**config.mk**
```make
export PLATFORM = sky130hd
export DESIGN_NAME = reg_writeback
export DESIGN_NICKNAME = d
export VERILOG_FILES = /design/src/rtl/scc_pkg.sv /design/src/rtl/wb_load_fifo.sv /design/src/rtl/reg_writeback.sv
export SDC_FILE = /design/constraint.sdc
export NUM_CORES = 1
export LEC_CHECK = 0
export BUFFER_PORTS_ARGS = -buffer_cell sky130_fd_sc_hd__buf_2
export CAP_MARGIN = 5
export CELL_PAD_IN_SITES_DETAIL_PLACEMENT = 0
export CELL_PAD_IN_SITES_GLOBAL_PLACEMENT = 2
export CORE_MARGIN = 3
export CORE_UTILIZATION = 32
export DETAILED_ROUTE_END_ITERATION = 10
export GPL_TIMING_DRIVEN = 0
export PLACE_DENSITY_LB_ADDON = 0.1
export SYNTH_ARGS = -nofsm -noshare
export SYNTH_HDL_FRONTEND = slang
export SYNTH_SLANG_ARGS = --single-unit
```
**constraint.sdc**
```tcl
create_clock -name clk -period 2.2 [get_ports clk]
set_input_delay 0.44 -clock clk [delete_from_list [all_inputs] [get_ports clk]]
set_output_delay 0.44 -clock clk [all_outputs]
set_load 0.02 [all_outputs]
```
**src/rtl/scc_pkg.sv**
```systemverilog
// Shared constants for the register file and its writeback path.
package scc_pkg;
  localparam int   DATA_W     = 32;
  localparam int   REG_ADDR_W = 3;
  localparam int   NUM_REGS   = 8;
  localparam logic WB_SEL_ALU = 1'b1;
  localparam logic WB_SEL_ID  = 1'b0;
endpackage

```
**src/rtl/wb_load_fifo.sv**
```systemverilog
// Two-entry address+data buffer for load results waiting for a free write port.
module wb_load_fifo #(
  parameter int ADDR_W = 3,
  parameter int DATA_W = 32,
  parameter int DEPTH  = 2
) (
  input  logic              clk,
  input  logic              rst_n,
  input  logic              push,
  input  logic              pop,
  input  logic [ADDR_W-1:0] push_addr,
  input  logic [DATA_W-1:0] push_value,
  output logic [ADDR_W-1:0] head_addr,
  output logic [DATA_W-1:0] head_value,
  output logic              empty,
  output logic              ready
);
  localparam int CNT_W = $clog2(DEPTH + 1);

  logic [ADDR_W-1:0] mem_addr_r  [DEPTH];
  logic [DATA_W-1:0] mem_value_r [DEPTH];
  logic              wr_ptr_r;
  logic              rd_ptr_r;
  logic [CNT_W-1:0]  count_r;
  logic [CNT_W-1:0]  count_next_s;

  assign count_next_s = count_r + CNT_W'(push) - CNT_W'(pop);
  assign empty        = (count_r == {CNT_W{1'b0}});
  assign head_addr    = mem_addr_r[rd_ptr_r];
  assign head_value   = mem_value_r[rd_ptr_r];

  // Storage, pointers and the registered ready flag (held low during reset).
  always_ff @(posedge clk or negedge rst_n) begin
    if (!rst_n) begin
      for (int i = 0; i < DEPTH; i++) begin
        mem_addr_r[i]  <= '0;
        mem_value_r[i] <= '0;
      end
      wr_ptr_r <= 1'b0;
      rd_ptr_r <= 1'b0;
      count_r  <= '0;
      ready    <= 1'b0;
    end else begin
      if (push) begin
        mem_addr_r[wr_ptr_r]  <= push_addr;
        mem_value_r[wr_ptr_r] <= push_value;
        wr_ptr_r              <= ~wr_ptr_r;
      end
      if (pop) begin
        rd_ptr_r <= ~rd_ptr_r;
      end
      count_r <= count_next_s;
      ready   <= (count_next_s < CNT_W'(DEPTH));
    end
  end
endmodule

```
**src/rtl/reg_writeback.sv**
```systemverilog
// Writeback stage: merges ALU results and buffered loads into one registered
// register-file write per cycle and tracks pending writes for hazard stalls.
module reg_writeback #(
  parameter int DATA_W   = scc_pkg::DATA_W,
  parameter int ADDR_W   = scc_pkg::REG_ADDR_W,
  parameter int LD_DEPTH = 2
) (
  input  logic                     clk,
  input  logic                     reset,
  input  logic                     alu_valid,
  input  logic [ADDR_W-1:0]        alu_addr,
  input  logic [DATA_W-1:0]        alu_value,
  input  logic                     ld_valid,
  output logic                     ld_ready,
  input  logic [ADDR_W-1:0]        ld_addr,
  input  logic [DATA_W-1:0]        ld_value,
  input  logic                     issue_valid,
  input  logic [ADDR_W-1:0]        issue_addr,
  input  logic [ADDR_W-1:0]        rd_addr1,
  input  logic [ADDR_W-1:0]        rd_addr2,
  output logic                     stall,
  output logic [(1<<ADDR_W)-1:0]   busy,
  output logic                     waw_err,
  output logic                     write_enable,
  output logic [ADDR_W-1:0]        write_addr,
  output logic [DATA_W-1:0]        write_value_alu,
  output logic [DATA_W-1:0]        write_value_id,
  output logic                     write_data_sel
);
  localparam int NREG = 1 << ADDR_W;
  localparam logic [NREG-1:0] BIT0 = {{(NREG-1){1'b0}}, 1'b1};

  logic              fifo_push_s;
  logic              fifo_pop_s;
  logic              fifo_empty_s;
  logic [ADDR_W-1:0] head_addr_s;
  logic [DATA_W-1:0] head_value_s;
  logic [NREG-1:0]   busy_r;
  logic [NREG-1:0]   set_mask_s;
  logic [NREG-1:0]   clr_mask_s;
  logic              waw_r;

  assign fifo_push_s = ld_valid & ld_ready;
  assign fifo_pop_s  = ~alu_valid & ~fifo_empty_s;

  wb_load_fifo #(
    .ADDR_W (ADDR_W),
    .DATA_W (DATA_W),
    .DEPTH  (LD_DEPTH)
  ) u_load_fifo (
    .clk        (clk),
    .rst_n      (reset),
    .push       (fifo_push_s),
    .pop        (fifo_pop_s),
    .push_addr  (ld_addr),
    .push_value (ld_value),
    .head_addr  (head_addr_s),
    .head_value (head_value_s),
    .empty      (fifo_empty_s),
    .ready      (ld_ready)
  );

  // Write-port register: ALU wins outright, loads drain only in ALU-idle cycles.
  always_ff @(posedge clk or negedge reset) begin
    if (!reset) begin
      write_enable    <= 1'b0;
      write_addr      <= '0;
      write_value_alu <= '0;
      write_value_id  <= '0;
      write_data_sel  <= scc_pkg::WB_SEL_ID;
    end else if (alu_valid) begin
      write_enable    <= 1'b1;
      write_addr      <= alu_addr;
      write_value_alu <= alu_value;
      write_data_sel  <= scc_pkg::WB_SEL_ALU;
    end else if (!fifo_empty_s) begin
      write_enable    <= 1'b1;
      write_addr      <= head_addr_s;
      write_value_id  <= head_value_s;
      write_data_sel  <= scc_pkg::WB_SEL_ID;
    end else begin
      write_enable    <= 1'b0;
    end
  end

  // A bit clears on the edge the register file captures it; a new issue wins.
  assign clr_mask_s = write_enable ? (BIT0 << write_addr) : {NREG{1'b0}};
  assign set_mask_s = issue_valid  ? (BIT0 << issue_addr) : {NREG{1'b0}};

  // Pending-write scoreboard and sticky WAW flag.
  always_ff @(posedge clk or negedge reset) begin
    if (!reset) begin
      busy_r <= '0;
      waw_r  <= 1'b0;
    end else begin
      busy_r <= (busy_r & ~clr_mask_s) | set_mask_s;
      waw_r  <= waw_r | (issue_valid & busy_r[issue_addr]);
    end
  end

  assign busy    = busy_r;
  assign waw_err = waw_r;
  assign stall   = busy_r[rd_addr1] | busy_r[rd_addr2] | busy_r[issue_addr];
endmodule

```
; ---- After elaboration in Yosys (flattened, before gate mapping)
; Cells that the tools add are included.
[totals]
regBits = 153
inputBits = 84
output_inout_bits = 80
wordCells = 71
[classes]
addsub = 2
n_lt_le_gt_ge = 7
eq_ne = 1
n_shift = 2
mux = 26
bitwise_logic = 15
n_reduce_logical = 3
[op_table]
columns = cell, n
row1 = two-way mux 32 bit, 4
row2 = bitwise mux 64 bit, 1
row3 = demux 32 bit (select 1 bit), 1
row4 = two-way mux 3 bit, 6
row5 = two-way mux 8 bit, 2
row6 = "left shift 1 x 3 -> 8 bit, first input constant", 2
row7 = "less-than comparator 3 x 4 -> 1 bit, second input constant", 3
row8 = binary-select mux 1 bit (select 3 bit), 3
row9 = bitwise AND 8 bit, 1
row10 = NOT 8 bit, 1
row11 = bitwise OR 8 bit, 1
row12 = two-way mux 1 bit, 7
row13 = bitwise mux 6 bit, 1
row14 = ">= comparator 2 bit, second input constant", 2
row15 = NOT 1 bit, 4
row16 = NOT 1 -> 2 bit, 2
row17 = bitwise AND 1 bit, 3
row18 = demux 3 bit (select 1 bit), 1
row19 = bitwise OR 1 bit, 3
row20 = adder 2 x 1 -> 2 bit, 1
row21 = zero test 2 bit, 1
row22 = "less-than comparator 2 x 1 -> 1 bit, second input constant", 1
row23 = "less-than comparator 2 bit, second input constant", 1
row24 = "inequality test 2 bit, second input constant", 1
row25 = 3 further kinds, 3

; ---- Logic depth before layout (Yosys ltp)
; Gate-level depths: netlist (run 1).
[depth]
word_depth = 6
ltp_mapped = 10
mapped_depth_nobuf = 8

; ---- Modules after synthesis
; A second synthesis (run 1) with hierarchy kept.
[unflattened]
hier_cells = 404
area_unflattened_um2 = 6531.3
[by_module_without_submodules]
columns = module, instances, cells_per_inst, area_each_um2, seq_area_each_um2
row1 = wb_load_fifo, 1, 203, 3399.5, 1876.8
row2 = reg_writeback, 1, 201, 3131.8, 1951.9

; ---- Least setup slack after synthesis (run 1)
; No wires, ideal clock.
[synth_timing]
path_kind = reg-to-reg
startpoint = register u_load_fifo.count_r[1]
endpoint = register u_load_fifo.count_r[1]
setup_ns = 0.121
arrival_time_ns = 2.033
required_time_ns = 2.079
slack_ns = 0.046
stages_incl_launch_ff = 11
n_path_buf = 2
synth_period_minus_slack_ns = 2.154
cell_sequence = dfrtp_1 -> o21bai_1 -> clkbuf_1 -> clkbuf_1 -> inv_1 -> ha_1 -> inv_1 -> ha_1 -> xnor2_1 -> xor2_1 -> inv_1
[synth_between]
elab_chain_len = 4
elab_cells_between_ends = 5
classes_between = add/sub (2) / bitwise (2) / reduce/logical (1)
[synth_rtl]
columns = element, line_no
row1 = start: declaration, wb_load_fifo.sv:24  ; logic [CNT_W-1:0] count_r;
row2 = start signal: assignment, wb_load_fifo.sv:52  ; count_r <= count_next_s;
row3 = zero test 2 bit, wb_load_fifo.sv:28  ; assign empty = (count_r == {CNT_W{1'b0}});
row4 = NOT 1 bit (no line), n/a
row5 = bitwise AND 1 bit, reg_writeback.sv:44  ; assign fifo_pop_s = ~alu_valid & ~fifo_empty_s;
row6 = net fifo_pop_s, reg_writeback.sv:34  ; logic fifo_pop_s;
row7 = subtractor 2 x 1 -> 2 bit, wb_load_fifo.sv:27  ; assign count_next_s = count_r + CNT_W'(push) - CNT_W'(pop);
row8 = net u_load_fifo.count_next_s[1], wb_load_fifo.sv:25  ; logic [CNT_W-1:0] count_next_s;
; The timed path passes the listed nets, and every way through them passes these cells.
; A chain may end at the register's enable or synchronous reset.

; ---- Worst setup path in the final report (run 1)
[layout_timing]
startpoint = register busy_r[2], in the netlist busy[2]
endpoint = output port stall
[layout_between]
elab_chain_len = 4
elab_cells_between_ends = 8
classes_between = mux (6) / bitwise (2)
[layout_rtl]
columns = element, line_no
row1 = start: declaration, reg_writeback.sv:38  ; logic [NREG-1:0] busy_r;
row2 = start signal: assignment, reg_writeback.sv:96  ; busy_r <= (busy_r & ~clr_mask_s) | set_mask_s;
row3 = binary-select mux 1 bit (select 3 bit), reg_writeback.sv:103  ; assign stall = busy_r[rd_addr1] | busy_r[rd_addr2] | busy_r[issue_addr];
row4 = two-way mux 1 bit (implied by the code), reg_writeback.sv:103
row5 = bitwise OR 1 bit, reg_writeback.sv:103
row6 = bitwise OR 1 bit *, reg_writeback.sv:103
row7 = end: declaration, reg_writeback.sv:21  ; output logic stall,
; Every way passes the cells marked *; elsewhere a longest branch is shown, timed or not. The select of a mux whose other input is x is not followed.

==> impl_metrics.yaml, run 1 <==
place:
  dp_hpwl_um: 10200
  gp_congestion: 0.724
  place_ws_ns: -0.733
  port_buffers: 162
clocking:
  numCtsBuffers: 17
  insertion_delay_ns: 0.42
  clkTransAtPathRegs_ns: 0.06
  clock_path_buffers: 2
  ctsHoldBuffers: 0
  cts_tree: "yes"
  clock-sinks: 153
  cts_max_level: 4
  root_buffer: "clkbuf_16"
floorplanning:
  row_count: 50
  dieWidth_um: 146
  core_sq_um: 18900
  die_h_um: 146
  start_util: 0.330
  ios: 164
  fp.dieArea_sq_um: 21200
final_layout:
  layout-drive-gt1-share: 0.508
  antenna_cells: 0
  final_core_util: 0.431
  final_net_count: 718
  ff_latch_area_sq_um: 3830
  area_growth_pct: 30.7
  multiInputGateArea_sq_um: 2280
  fill_cells: 1835
setup_path:
  critPathMaxStageDelay_ns: 0.46
  critPathArrivalTime_ns: 1.86
  path_cells: "mux4_2 -> mux2_4 -> nand3b_1 -> buf_6"
  worstSetupPathType: "reg2out"
  path_max_fanout: 2
  cp.required_ns: 1.76
  crit_path_start_kind: "flop"
  slowest_stage: "mux4_2"
  crit_path_end_kind: "output pin"
timing:
  setup_ws_ns: -0.0951
  fmax_mhz: 436
  skew_ns: 0.00755
  period_share: 1.04
  finalCriticalPeriod_ns: 2.30
  rsz0062_at_grt: "yes"
  slew_viol_final: 0
  tns_ns: -0.0951
  relSlewSlack: 0.538
  final-setup-viol-count: 1
  hold_viol_final: 0
  tightest_slew_ns: 0.693
grt:
  overflow: 0
  antenna_found_initial: 1
  grt_max_degree: 83
  grt_pass1_wl_um: 24000
  grt_pass1_vias: 4406
  track_usage: 0.143
route:
  highest_layer: "met5"
  met3WireLength_um: 772
  wl_um: 14800
  viasPerCell: 4.61
  wl_per_cell_um: 16.3
  met2_length_um: 7300
  drc: 0
  ant_nets: 0
  drt_iter0_drc: 129
  vias: 4164
  firstDrtPassIters: 4
  met1Wirelength_um: 6540
synthesis:
  ys_async_sr_fraction: 1.00
  post-synth-top-count-cell: "dfrtp_1"
  synth_seq_cells: 153
  syn_avg_cell_area_sq_um: 14.1
  syn-cell-area_sq_um: 6230
  synth_warnings: 0
  synth_common_cells: "dfrtp_1, mux2_2, o21ai_0, nand2_1, mux2i_1"
  synth_top_area_frac: 0.614
  synth-edff-count: 0
  ys_seq_area_frac: 0.614
  yosys-top-cells-area: "dfrtp_1, mux2_2, mux2i_1"
  synth_top_area_cell: "dfrtp_1"
  synth_top_flop_cell: "dfrtp_1"
  syn-num-nets: 527
  synthCells: 441
  synth.distinct_cells: 25
power:
  power_frac_comb: 0.339
  powerDensity_nw_per_um2: 1450
  p_clk_frac: 0.272
  leakage_nw: 3.85
  p_int_mw: 7.92
  swShare: 0.329
  vdd_drop_max_mv: 0.612
  power_switching_mw: 3.87
  pwr-share-seq: 0.389
outcome:
  status: "finished with violations"
  violations: "setup timing"
flow_run:
  maxCapViolCount: 0
min_path:
  hp-class: "in2async"
## cell usage in the layout, fill, tap and decap left out, types with 5 or more instances in the layout
master     instances
buf_2            173
dfrtp_1          153
mux2_2           101
o21ai_0           47
nand2_1           40
mux2i_1           37
clkbuf_16         17
buf_4             10
nand2b_1           6
clkbuf_1           6
mux4_2             6
bufinv_16          5
## power by group through the flow
stage / Clock [mW] / Sequential [mW] / Combinational (mW)
CTS: 3.31 / 4.59 / 4.10
finish: 3.21 / 4.59 / 4.00
detailed placement: 0 / 4.69 / 3.87
global route: 3.43 / 4.74 / 4.40
floorplan: 0 / 5.08 / 2.15
global placement: 0 / 4.64 / 3.78
## path summary, 6_finish.rpt
kind,from,endpoint,slack (ns),cells past startpoint
worst max register to register,u_load_fifo.count_r[1]$_DFF_PN0_,u_load_fifo.count_r[1]$_DFF_PN0_,0.13,10
max in group asynchronous,reset,u_load_fifo.mem_value_r[46]$_DFFE_PN0P_,1.33,2
worst max-delay path,busy[2]$_DFF_PN0_,stall,-0.1,4
worst min register to register,waw_err$_DFF_PN0_,waw_err$_DFF_PN0_,0.45,1
min in group clk,alu_addr[2],write_addr[2]$_DFFE_PN0P_,0.24,3
worst min-delay path,reset,busy[1]$_DFF_PN0_,0.03,1
## critical path: cells and delay by family, from the launching register on
kind / cells / cell delay, ns
flops: 1 / 0.40
buf+inv: 1 / 0.14
simple gates: 1 / 0.17
mux: 2 / 0.74
## metrics by stage
stage	instance area, sq um	std cells	hold WS, ns	power [mW]
detailed placement	7400	864	0.440	8.56
global route	8140	904	0.0753	12.6
global placement	7370	863	0.438	8.42
CTS	8130	904	0.0580	12.0
floorplan	6230	441	0.144	7.23
finish	8140	904	0.0304	11.8
## registers in the layout, indices dropped and copies added, names as in the netlist
name / flops
busy: 8
u_load_fifo.count_r: 2
u_load_fifo.mem_addr_r: 6
u_load_fifo.mem_value_r: 64
u_load_fifo.rd_ptr_r: 1
u_load_fifo.ready: 1
u_load_fifo.wr_ptr_r: 1
waw_err: 1
write_addr: 3
write_data_sel: 1
write_enable: 1
write_value_alu: 32
write_value_id: 32
## cells by family (layout without fill, tap and decap cells)
logic type / count (synthesis) / in the layout / share of synthesized area
buffers and inverters: 28 / 231 / 0.0207
AO/OA/AOI/OAI: 54 / 54 / 0.0462
adder cells (fa/ha/maj): 2 / 2 / 0.00402
multiplexers: 149 / 149 / 0.274
flip-flops: 153 / 153 / 0.614
XOR/XNOR: 4 / 4 / 0.00562
AND/OR/NAND/NOR: 51 / 51 / 0.0351
## area by class of cell
class,count,area share
Clock inverter,13,0.0266
Clock buffer,18,0.0527
Buffer,24,0.0157
Inverter,4,0.00184
Multi-Input combinational cell,260,0.280
Timing Repair Buffer,172,0.113
Sequential cell,153,0.470
Tap cell,260,0.0400
## metal layers
layer,GRT usage,up-vias
met5,0,-
li1,-,1934
met1,0.180,2117
met3,0.0495,17
met4,0.0394,2
met2,0.236,94
## repair_timing
item / CTS / global route
setup endpoints to repair: 4 / 2
cloned: 0 / 0
buffers inserted: 9 / 0
gates resized for setup: 11 / 2
Power figures use the tool's default switching activity.
==> run 2: changes to the inputs <==
- CORE_MARGIN: 3 -> unset
- CTS_CLUSTER_SIZE: unset -> 10
==> run 2 against run 1 <==
Net effect: the run still ends with setup timing left; count of clock-buffer cells in the layout unchanged; global-route usage rose by 1.3 points; flip-flop and latch count stayed put; largest cell class unchanged; critical path type unchanged.
==> impl_metrics.yaml, run 2 (synthesis gave the netlist of run 1 again) <==
clocking:
  insertion_delay_ns: 0.41
  cts_max_level: 4
  clock-sinks: 153
  cts_tree: "yes"
  clkTransAtPathRegs_ns: 0.06
  root_buffer: "clkbuf_16"
  numCtsBuffers: 17
  clock_path_buffers: 2
floorplanning:
  core_sq_um: 18900
  fp.dieArea_sq_um: 20000
  start_util: 0.330
  row_count: 50
  die_h_um: 142
  dieWidth_um: 142
  ios: 164
grt:
  grt_max_degree: 80
  antenna_found_initial: 1
  overflow: 0
  grt_pass1_vias: 4450
  grt_pass1_wl_um: 23500
  track_usage: 0.156
place:
  gp_congestion: 0.718
  dp_hpwl_um: 9900
  port_buffers: 162
final_layout:
  largest_reg_flops: 64
  layout-drive-gt1-share: 0.509
  regMostFlops: "u_load_fifo.mem_value_r"
  fill_cells: 1871
  final_cell_mix: "buf_2, dfrtp_1, mux2_2"
  antenna_cells: 0
  reg_top3: "u_load_fifo.mem_value_r (64), write_value_alu (32), write_value_id (32)"
  final_common_cell: "buf_2"
  area_growth_pct: 29.6
  final_net_count: 717
setup_path:
  crit_path_end_kind: "output pin"
  crit_path_start_kind: "flop"
  path_max_fanout: 2
  worstSetupPathType: "reg2out"
  cp.required_ns: 1.76
  critPathArrivalTime_ns: 1.85
route:
  wl_um: 14500
  ant_nets: 0
  vias: 4133
  firstDrtPassIters: 4
  viasPerCell: 4.58
  wl_per_cell_um: 16.1
  drc: 0
  drt_iter0_drc: 82
timing:
  slew_viol_final: 0
  hold_viol_final: 0
  relSlewSlack: 0.512
  finalCriticalPeriod_ns: 2.29
  skew_ns: 0.00632
  period_share: 1.04
  fmax_mhz: 436
  setup_ws_ns: -0.0921
  final-setup-viol-count: 1
  tightest_slew_ns: 0.732
  rsz0062_at_grt: "yes"
  tns_ns: -0.0921
power:
  leakage_nw: 3.82
  pwr-share-seq: 0.400
  power_frac_comb: 0.348
  p_int_mw: 7.60
  p_clk_frac: 0.252
  swShare: 0.338
  powerDensity_nw_per_um2: 1420
  power_switching_mw: 3.88
  total_power_mw: 11.5
  vdd_drop_max_mv: 0.601
outcome:
  status: "finished with violations"
  violations: "setup timing"
flow_run:
  maxCapViolCount: 0
min_path:
  hp-class: "in2async"
## run 2: cell types whose count changed in the layout (fill, tap and decap cells not counted), sizes merged
| cell | delta |
|---|---|
| buf | -1 |
| bufinv | -3 |
| clkinv | +3 |
## run 2: area by class of cell
type	count	area, sq um	share of cell area
clock buffers	18	439	0.0544
multi-input cells	260	2280	0.282
repair buffers	172	922	0.114
inverters	4	15.0	0.00186
well taps	260	325	0.0403
clock inverters	13	145	0.0180
flip-flops and latches	153	3830	0.474
plain buffers	23	120	0.0149
## run 2: path summary, 6_finish.rpt
check | cells past startpoint | endpoint | startpoint | slack (ns)
worst max-delay path | 4 | stall | busy[6]$_DFF_PN0_ | -0.09
worst min-delay path | 1 | waw_err$_DFF_PN0_ | reset | 0.04
worst max register to register | 9 | u_load_fifo.count_r[1]$_DFF_PN0_ | u_load_fifo.count_r[1]$_DFF_PN0_ | 0.27
worst min register to register | 1 | waw_err$_DFF_PN0_ | waw_err$_DFF_PN0_ | 0.45
max in group asynchronous | 2 | write_value_id[15]$_DFFE_PN0P_ | reset | 1.33
min in group clk | 3 | write_addr[2]$_DFFE_PN0P_ | alu_addr[2] | 0.24
## run 2: per-layer routing
| metal | share of wire | GRT usage | wire [um] |
|---|---|---|---|
| met1 | 0.45 | 0.191 | 6510 |
| met2 | 0.49 | 0.261 | 7120 |
| met3 | 0.053 | 0.0526 | 772 |
| met4 | 0.0082 | 0.0441 | 119 |
| met5 | 0.0013 | 0 | 19 |
## run 2: worst max-delay path, stage by stage, from the launching register on
cell and delay [ns]:
dfrtp_1 0.40, mux4_2 0.46, mux2_4 0.27, nand3b_1 0.17, buf_6 0.14
## run 2: stage by stage
stage	std cells	setup slack [ns]	area [sq um]	hold WS, ns	utilization
2_1_floorplan	441	0.0464	6230	0.144	-
4_1_cts	904	-0.116	8070	0.0709	0.427
6_report	903	-0.0921	8080	0.0422	0.427
5_1_grt	903	-0.169	8080	0.0909	0.427
3_3_place_gp	863	-1.64	7370	0.434	0.390
3_5_place_dp	864	-0.775	7400	0.440	0.392
## run 2: power groups by stage
stage          clock [mW]  sequential (mW)  combinational [mW]
5_1_grt              3.12             4.76                4.41
4_1_cts              2.99             4.59                4.10
6_report             2.89             4.59                4.00
2_1_floorplan           0             5.08                2.15
3_5_place_dp            0             4.70                3.87
3_3_place_gp            0             4.64                3.77
## run 2: repair_timing
item,CTS,global route
pin swaps,0,1
resized for setup,11,2
setup endpoints to repair,4,3
hold buffers,0,0
buffers inserted,9,0
==> run 3: changes to the inputs <==
- PLACE_DENSITY_LB_ADDON: 0.1 -> 0.2
==> run 3 against run 2 <==
Net effect: the flow still finishes with violations (setup timing); global-route usage is 0.36 points lower; largest cell class unchanged; utilization rose by 0.20 points; first-iteration DRC count increased by 79%; largest power group unchanged.
==> impl_metrics.yaml, run 3 (synthesis gave the netlist of run 1 again) <==
route:
  drt_iter0_drc: 147
  ant_nets: 0
  firstDrtPassIters: 4
  highest_layer: "met5"
  vias: 4149
  wl_per_cell_um: 15.7
  drc: 0
  met2_length_um: 7050
  met1Wirelength_um: 6050
  wl_um: 14200
  met3WireLength_um: 977
  viasPerCell: 4.58
clocking:
  cts_tree: "yes"
  clkTransAtPathRegs_ns: 0.06
  clock_path_buffers: 2
  cts_max_level: 4
  numCtsBuffers: 17
  insertion_delay_ns: 0.42
  root_buffer: "clkbuf_16"
  clock-sinks: 153
grt:
  overflow: 0
  grt_pass1_vias: 4491
  antenna_found_initial: 2
  grt_max_degree: 80
  track_usage: 0.152
  grt_pass1_wl_um: 23300
timing:
  tightest_slew_ns: 0.725
  period_share: 1.05
  hold_viol_final: 0
  rsz0062_at_grt: "yes"
  holdWs_ns: 0.0357
  fmax_mhz: 435
  skew_ns: 0.00622
  finalCriticalPeriod_ns: 2.30
  slew_viol_final: 0
  relSlewSlack: 0.517
  final-setup-viol-count: 1
  setup_ws_ns: -0.100
min_path:
  hp-class: "in2async"
final_layout:
  final_cells: 905
  largest_reg_flops: 64
  final_net_count: 718
  area_growth_pct: 30.2
  reg_top3: "u_load_fifo.mem_value_r (64), write_value_alu (32), write_value_id (32)"
  final_common_cell: "buf_2"
  regMostFlops: "u_load_fifo.mem_value_r"
  layout-drive-gt1-share: 0.511
  final_cell_mix: "buf_2, dfrtp_1, mux2_2"
setup_path:
  worstSetupPathType: "reg2out"
  reg2reg_slack_ns: 0.13
  path_max_fanout: 2
  critPathLaunch: "busy[7]$_DFF_PN0_"
  regToRegStartpoint: "u_load_fifo.count_r[0]$_DFF_PN0_"
  cp.required_ns: 1.76
  crit_path_start_kind: "flop"
  crit_path_end_kind: "output pin"
  critPathArrivalTime_ns: 1.86
floorplanning:
  row_count: 50
  start_util: 0.330
  fp.dieArea_sq_um: 20000
  core_sq_um: 18900
  dieWidth_um: 142
  die_h_um: 142
  ios: 164
place:
  dp_cells: 864
  dp_hpwl_um: 9920
  port_buffers: 162
  gp_congestion: 0.695
flow_run:
  maxCapViolCount: 0
power:
  total_power_mw: 11.6
  powerDensity_nw_per_um2: 1430
  vdd_drop_max_mv: 0.596
  leakage_nw: 3.83
outcome:
  violations: "setup timing"
  status: "finished with violations"
run 3: power breakdown:
part / total [mW] / internal, mW / switching, mW / leakage (nW)
combinational: 4.01 / 1.92 / 2.08 / 1.73
clock: 3.00 / 1.82 / 1.18 / 0.285
sequential: 4.57 / 3.98 / 0.589 / 1.82
run 3: final cells by class:
class,instances,area [sq um]
fill,1873,10800
sequential,153,3830
multi-input combinational,260,2280
timing repair buffer,172,918
clock buffer,18,439
tap,260,325
clock inverter,13,169
buffer,24,134
inverter,4,15.0
antenna,1,2.50
run 3: critical path: stages (launching register included):
cell and delay (ns):
dfrtp_1 0.39, mux4_2 0.47, mux2_4 0.27, nand3b_1 0.17, buf_6 0.14
run 3: what timing repair did:
action,in CTS,in global routing
pin swaps,1,0
endpoints found under the setup margin,4,2
endpoints found under the hold margin,0,0
resized for setup,12,2
hold buffers,0,0
buffers inserted,9,0
run 3: metrics by stage:
step           cell area [sq um]  setup slack (ns)  setup TNS (ns)   util
5_1_grt                     8110            -0.186          -0.186  0.429
6_report                    8110            -0.100          -0.100  0.429
2_1_floorplan               6230            0.0464               0      -
4_1_cts                     8100            -0.139          -0.139  0.429
3_5_place_dp                7400            -0.809           -2.00  0.392
3_3_place_gp                7370             -1.58         -242.06  0.390
run 3: final timing paths:
kind	cells past startpoint	endpoint
hold reg to reg	1	waw_err$_DFF_PN0_
setup reg to reg	10	u_load_fifo.count_r[1]$_DFF_PN0_
hold / removal	1	u_load_fifo.mem_value_r[27]$_DFFE_PN0P_
min in group clk	3	write_addr[2]$_DFFE_PN0P_
max in group asynchronous	2	u_load_fifo.mem_value_r[44]$_DFFE_PN0P_
setup / recovery	4	stall
run 3: routing by layer:
metal | global-route usage | vias to the layer above
met5 | 0 | -
met4 | 0.0424 | 2
met3 | 0.0564 | 10
met2 | 0.252 | 110
met1 | 0.186 | 2081
li1 | - | 1946
